File: config.mk
export PLATFORM = sky130hd
export DESIGN_NAME = signed_product_accumulator
export DESIGN_NICKNAME = d
export VERILOG_FILES = /design/src/rtl/signed_acc_pkg.sv /design/src/rtl/acc_sat_add.sv /design/src/rtl/signed_product_accumulator.sv
export SDC_FILE = /design/constraint.sdc
export NUM_CORES = 1
export LEC_CHECK = 0
export BUFFER_PORTS_ARGS = -buffer_cell sky130_fd_sc_hd__buf_4
export CORE_MARGIN = 3
export CORE_UTILIZATION = 35
export DETAILED_ROUTE_END_ITERATION = 8
export PLACE_DENSITY = 0.56
export SLEW_MARGIN = 20
export SYNTH_ARGS = -nofsm -noshare
export SYNTH_HDL_FRONTEND = slang
export SYNTH_SLANG_ARGS = --single-unit
export TNS_END_PERCENT = 100
File: constraint.sdc
create_clock -name clk -period 4 [get_ports clk]
set_input_delay 1.2 -clock clk [delete_from_list [all_inputs] [get_ports clk]]
set_output_delay 1.2 -clock clk [all_outputs]
set_load 0.02 [all_outputs]
File: src/rtl/signed_acc_pkg.sv
// Shared types, default widths and saturation limits for the signed product accumulator.
// Saturation limits are only referenced when ACC_SATURATE_EN is defined.
package signed_acc_pkg;

    typedef enum logic [1:0] {
        IDLE  = 2'd0,
        ACCUM = 2'd1,
        DONE  = 2'd2
    } state_t;

    localparam int unsigned PROD_W_DEF = 8;
    localparam int unsigned ACC_W_DEF  = 16;
    localparam int unsigned CNT_W_DEF  = 8;

    function automatic longint sat_max(input int unsigned w);
        return (longint'(1) <<< (w - 1)) - longint'(1);
    endfunction

    function automatic longint sat_min(input int unsigned w);
        return -(longint'(1) <<< (w - 1));
    endfunction

endpackage

File: src/rtl/acc_sat_add.sv
// Combinational sign-extend, add and overflow detect for the accumulator.
// Clamps to the signed limits on overflow when ACC_SATURATE_EN is defined, otherwise wraps.
module acc_sat_add
    import signed_acc_pkg::*;
#(
    parameter int unsigned PROD_W = PROD_W_DEF,
    parameter int unsigned ACC_W  = ACC_W_DEF
) (
    input  logic signed [ACC_W-1:0]  i_acc,
    input  logic signed [PROD_W-1:0] i_product,
    output logic signed [ACC_W-1:0]  o_sum,
    output logic                     o_ovf
);

    logic signed [ACC_W-1:0] w_ext;
    logic signed [ACC_W-1:0] w_raw;

    assign w_ext = ACC_W'(i_product);
    assign w_raw = i_acc + w_ext;

    // Overflow only when both operands agree in sign and the result does not.
    assign o_ovf = (i_acc[ACC_W-1] == w_ext[ACC_W-1]) && (w_raw[ACC_W-1] != i_acc[ACC_W-1]);

`ifdef ACC_SATURATE_EN
    localparam logic signed [ACC_W-1:0] SAT_MAX = ACC_W'(sat_max(ACC_W));
    localparam logic signed [ACC_W-1:0] SAT_MIN = ACC_W'(sat_min(ACC_W));

    always_comb begin
        o_sum = w_raw;
        if (o_ovf) begin
            o_sum = i_acc[ACC_W-1] ? SAT_MIN : SAT_MAX;
        end
    end
`else
    assign o_sum = w_raw;
`endif

endmodule

File: src/rtl/signed_product_accumulator.sv
// Frame accumulator for signed multiplier products with valid/ready on both sides.
// Optional saturation of the accumulator is enabled by defining ACC_SATURATE_EN.
module signed_product_accumulator
    import signed_acc_pkg::*;
#(
    parameter int unsigned PROD_W = PROD_W_DEF,
    parameter int unsigned ACC_W  = ACC_W_DEF,
    parameter int unsigned CNT_W  = CNT_W_DEF
) (
    input  logic              clk,
    input  logic              rst,
    input  logic              in_valid,
    output logic              in_ready,
    input  logic [PROD_W-1:0] in_product,
    input  logic              in_last,
    output logic              out_valid,
    input  logic              out_ready,
    output logic [ACC_W-1:0]  out_sum,
    output logic [CNT_W-1:0]  out_count,
    output logic              out_ovf
);

    localparam logic [CNT_W-1:0] CNT_MAX = '1;
    localparam logic [CNT_W-1:0] CNT_ONE = CNT_W'(1);

    state_t                  r_state;
    state_t                  w_state_nxt;
    logic signed [ACC_W-1:0] r_acc;
    logic [CNT_W-1:0]        r_count;
    logic                    r_ovf;
    logic [ACC_W-1:0]        r_out_sum;
    logic [CNT_W-1:0]        r_out_count;
    logic                    r_out_ovf;

    logic                    w_xfer;
    logic                    w_start;
    logic signed [ACC_W-1:0] w_add_base;
    logic signed [ACC_W-1:0] w_add_sum;
    logic                    w_add_ovf;
    logic [CNT_W-1:0]        w_count_nxt;
    logic                    w_cnt_sat;
    logic                    w_ovf_nxt;

    // Any beat accepted outside ACCUM opens a new frame, so the adder starts from zero.
    assign w_start    = (r_state != ACCUM);
    assign w_add_base = w_start ? '0 : r_acc;

    acc_sat_add #(
        .PROD_W (PROD_W),
        .ACC_W  (ACC_W)
    ) u_add (
        .i_acc     (w_add_base),
        .i_product ($signed(in_product)),
        .o_sum     (w_add_sum),
        .o_ovf     (w_add_ovf)
    );

    always_comb begin
        in_ready = 1'b0;
        if (!rst) begin
            case (r_state)
                IDLE, ACCUM: in_ready = 1'b1;
                DONE:        in_ready = out_ready;
                default:     in_ready = 1'b0;
            endcase
        end
    end

    assign w_xfer = in_valid && in_ready;

    always_comb begin
        w_count_nxt = CNT_ONE;
        w_cnt_sat   = 1'b0;
        if (!w_start) begin
            if (r_count == CNT_MAX) begin
                w_count_nxt = r_count;
                w_cnt_sat   = 1'b1;
            end else begin
                w_count_nxt = r_count + CNT_ONE;
            end
        end
        w_ovf_nxt = (!w_start && r_ovf) || w_add_ovf || w_cnt_sat;
    end

    always_comb begin
        w_state_nxt = r_state;
        if (w_xfer) begin
            w_state_nxt = in_last ? DONE : ACCUM;
        end else if (r_state == DONE && out_ready) begin
            w_state_nxt = IDLE;
        end
    end

    always_ff @(posedge clk) begin
        if (rst) begin
            r_state <= IDLE;
        end else begin
            r_state <= w_state_nxt;
        end
    end

    always_ff @(posedge clk) begin
        if (rst) begin
            r_acc       <= '0;
            r_count     <= '0;
            r_ovf       <= 1'b0;
            r_out_sum   <= '0;
            r_out_count <= '0;
            r_out_ovf   <= 1'b0;
        end else if (w_xfer) begin
            r_acc   <= w_add_sum;
            r_count <= w_count_nxt;
            r_ovf   <= w_ovf_nxt;
            if (in_last) begin
                r_out_sum   <= w_add_sum;
                r_out_count <= w_count_nxt;
                r_out_ovf   <= w_ovf_nxt;
            end
        end
    end

    assign out_valid = (r_state == DONE);
    assign out_sum   = r_out_sum;
    assign out_count = r_out_count;
    assign out_ovf   = r_out_ovf;

endmodule

==> summary.md <==
| Metric | Value |
|---|---|
| Nets | `roughly 440` |
| Port buffer count | `39` |
| Root Driver | `clkbuf_8` |
| Max cap viols | `0` |
| Met1 Usage GRT | `between 20% and 30%` |
| TritonCTS clock tree | `done` |
| CTS buffer count | `5` |
| Placed cell count | `509` |
| Global-route wire length before repair | `12,300 um` |
| Worst vdd ir | `roughly 0.00013 V` |
| Htree depth | `2` |
| Slew @ Worst Pin | `about 0.54 ns` |
| Hold Vio Cnt, Final | `0` |
| Slowest cell on crit path | `buf_4` |
| Placer Congestion | `slightly above 0.8` |
| Cell with the most instances after synthesis | `nand2_1` |
| Post-cts resize count | `0` |
| Slowest cell delay on critical path | `~0.44 ns` |
| Post-DRT Antenna Nets | `0` |
| Total GRT Usage | `14.9%` |
| Clk Latency, worst-skew pair | `between 0.3 and 0.4 ns` |
| Seq/Total Area, Yosys | `around 34%` |
| Hold EP | `out_count[4]` |
| Filler cell count in the final layout | `879` |
| Post-Syn Nets | `408` |
| Status | `finished clean` |
| Setup bufs post-CTS | `0` |
| Worst Hold Launch | `out_count[4]` |
| Critical Path Stages | `3` |
| Placement Setup Slack | `about 0.56 ns` |
| Fin worst setup slack | `around 0.84 ns` |
| Initial core utilization | `a little over a third` |
| Initial drt markers | `80` |
| Post-Synthesis Cells | `between 300 and 400` |
| Area share of the largest cell type after synthesis | `around a third` |
| Vias in the first global route | `roughly 2,600` |
| Max-slew violation count | `0` |
| CP Launch Type | `input pin` |
| Hold Crit Depth | `2` |
| Largest net degree at the start of global routing | `just under 60` |
| CP delay by family, top | `buffers and inverters` |
| Wirelength per Cell | `about 14 um` |
| Final WL | `7110 um` |
| Fmax achieved | `roughly 0.32 GHz` |
| Crit path cell chain | `buf_4 -> a21oi_1 -> buf_4` |
| Top FF cell, synth | `dfxtp_1` |
| Post-Synthesis Cell Area | `~3000 um2` |
| Synth cell count leaders | `nand2_1, dfxtp_1, a21oi_1` |
| Critical path peak fanout | `57` |
| Synth Area per Inst | `~8.0 um2` |
| Crit path required time | `~2.8 ns` |
| R2R cell count | `11` |
| Final non-filler cell total | `about 520` |
| 1st-pass router iterations | `4` |
| DR vias | `2,701` |
| Post-CTS Hold Fix Bufs | `0` |
| Yosys reg bits | `52` |
| Tmin final | `about 3.2 ns` |
| Distinct cells, synth | `52` |
| Ports | `40` |
| Global routing usage on met2 | `roughly 25%` |
| Post-synth top area cell | `dfxtp_1` |
| Relative slew margins | `between 60% and 70%` |
| Hold WS | `0.462 ns` |
| Internal reg-to-reg setup slack | `approximately 0.89 ns` |
| R2R Path Start | `r_state[1]` |
| Initial antenna violation count | `0` |
| Worst endpoint data arrival time | `roughly 2 ns` |
| Via density | `between 5 and 6` |
| Largest cells by area after synthesis | `dfxtp_1, nand2_1, ha_1, nand3b_1, a21oi_1` |
| Worst path bufs/invs | `2` |
| Capturing point of the worst reg2reg path | `r_acc[12]` |
| DIE WIDTH | `99.1 um` |
| Critical Path End Type | `output pin` |
| Grt ovf | `0` |
| Layout Skew | `around 0.011 ns` |
| Post-synth EDFFs | `0` |
| Cell Pwr Density | `301 nW/um2` |
| Hold Crit Class | `flop to flop` |
| Clk slew on worst S/H paths | `~0.11 ns` |
| Post-DP HPWL | `4960 um` |
| Rows | `33` |
| Area grow syn2layout | `16.1%` |
| Core area | `a little over 8000 um2` |
| Global-route met3 utilization | `2.41%` |
| Clock tree buffer depth | `2` |
| Grt peak-use layer | `met2` |
| Layout cells sized above 1 | `16.3%` |
| FFs w/ async S/R, synth | `0%` |
| Leak pwr | `0.00141 uW` |
| RSZ-0062 raised after global routing | `no` |
| # DRC | `0` |
| Most used cell, CP | `buf_4` |
| CTS sink cnt | `52` |
| Count of final setup violators | `0` |
| Setup_tns | `0 ns` |
| Fin crit share | `about four fifths` |
| Yosys warning count | `0` |
| WS Path Type | `input pin to output pin` |
| Die area | `9810 um2` |
| Final core occ | `a little over two fifths` |
| N_diodes | `0` |
| Die height | `~100 um` |
==> power breakdown <==
| part | internal [uW] | total (uW) | switching (uW) |
|---|---|---|---|
| clock | 129 | 323 | 194 |
| combinational | 72.8 | 180 | 108 |
| sequential | 543 | 557 | 14.0 |
| total | 744 | 1060 | 316 |
==> kinds of logic (layout without fill, tap and decap cells) <==
kind of cell	Yosys count	after routing	synth area share [%]
AND/OR/NAND/NOR	171	171	28.9
multiplexers	3	3	1.03
AO/OA/AOI/OAI	96	96	20.7
XOR/XNOR	16	16	4.62
flip-flops	52	52	34.3
adder cells (fa/ha/maj)	17	17	7.26
buffers and inverters	23	57	3.14
==> worst max path at each step <==
stage                  start          end  slack (ns)
5_1_grt           r_state[1]    r_acc[12]        0.63
4_1_cts                  rst     in_ready        0.83
3_3_place_gp   in_product[0]    r_acc[12]        0.65
6_report                 rst     in_ready        0.84
2_1_floorplan  in_product[0]  out_sum[12]        0.96
3_5_place_dp   in_product[0]    r_acc[12]        0.56
==> state kept, by name (all words and copies together), names as in the netlist <==
signal     count
out_count      8
out_ovf        1
out_sum       16
r_acc         16
r_count        8
r_ovf          1
r_state        2
==> worst min-delay path: cells and delay by family, from the launching register on <==
kind            cells  cell delay, ns
compound gates      1            0.05
simple gates        1            0.05
flops               1            0.33
==> layout by cell type, fill, tap and decap left out, drive strengths merged, types with 6 or more instances in the layout <==
| cell | instances |
|---|---|
| o211ai | 6 |
| a21oi | 36 |
| a211oi | 6 |
| nand3b | 23 |
| buf | 46 |
| dfxtp | 52 |
| nand3 | 9 |
| and2 | 15 |
| xnor2 | 10 |
| nor3 | 7 |
| xor2 | 6 |
| o21ai | 24 |
| ha | 16 |
| nor2 | 25 |
| nand2 | 66 |
==> layout make-up <==
cell class                 count  area [um2]  share of cell area (%)
multi-input combinational    303        1900                    53.8
sequential                    52        1040                    29.6
timing repair buffer          46         345                    9.81
tap                          105         131                    3.73
clock buffer                   5        68.8                    1.95
clock inverter                 3        27.5                   0.782
inverter                       3        11.3                   0.320
==> through the flow <==
stage	cell area, um2	power [uW]
after floorplan	3030	691
after global placement	3420	748
after detailed placement	3420	750
after CTS	3520	1080
after global routing	3520	1120
final	3520	1060
==> metal layers <==
layer / part of all wire, % / wire [um]
met5: 0 / 0
met2: 46 / 3290
met1: 50 / 3560
met4: 1.0 / 71
met3: 2.8 / 196
No activity file was read; power rests on OpenSTA's default activity.
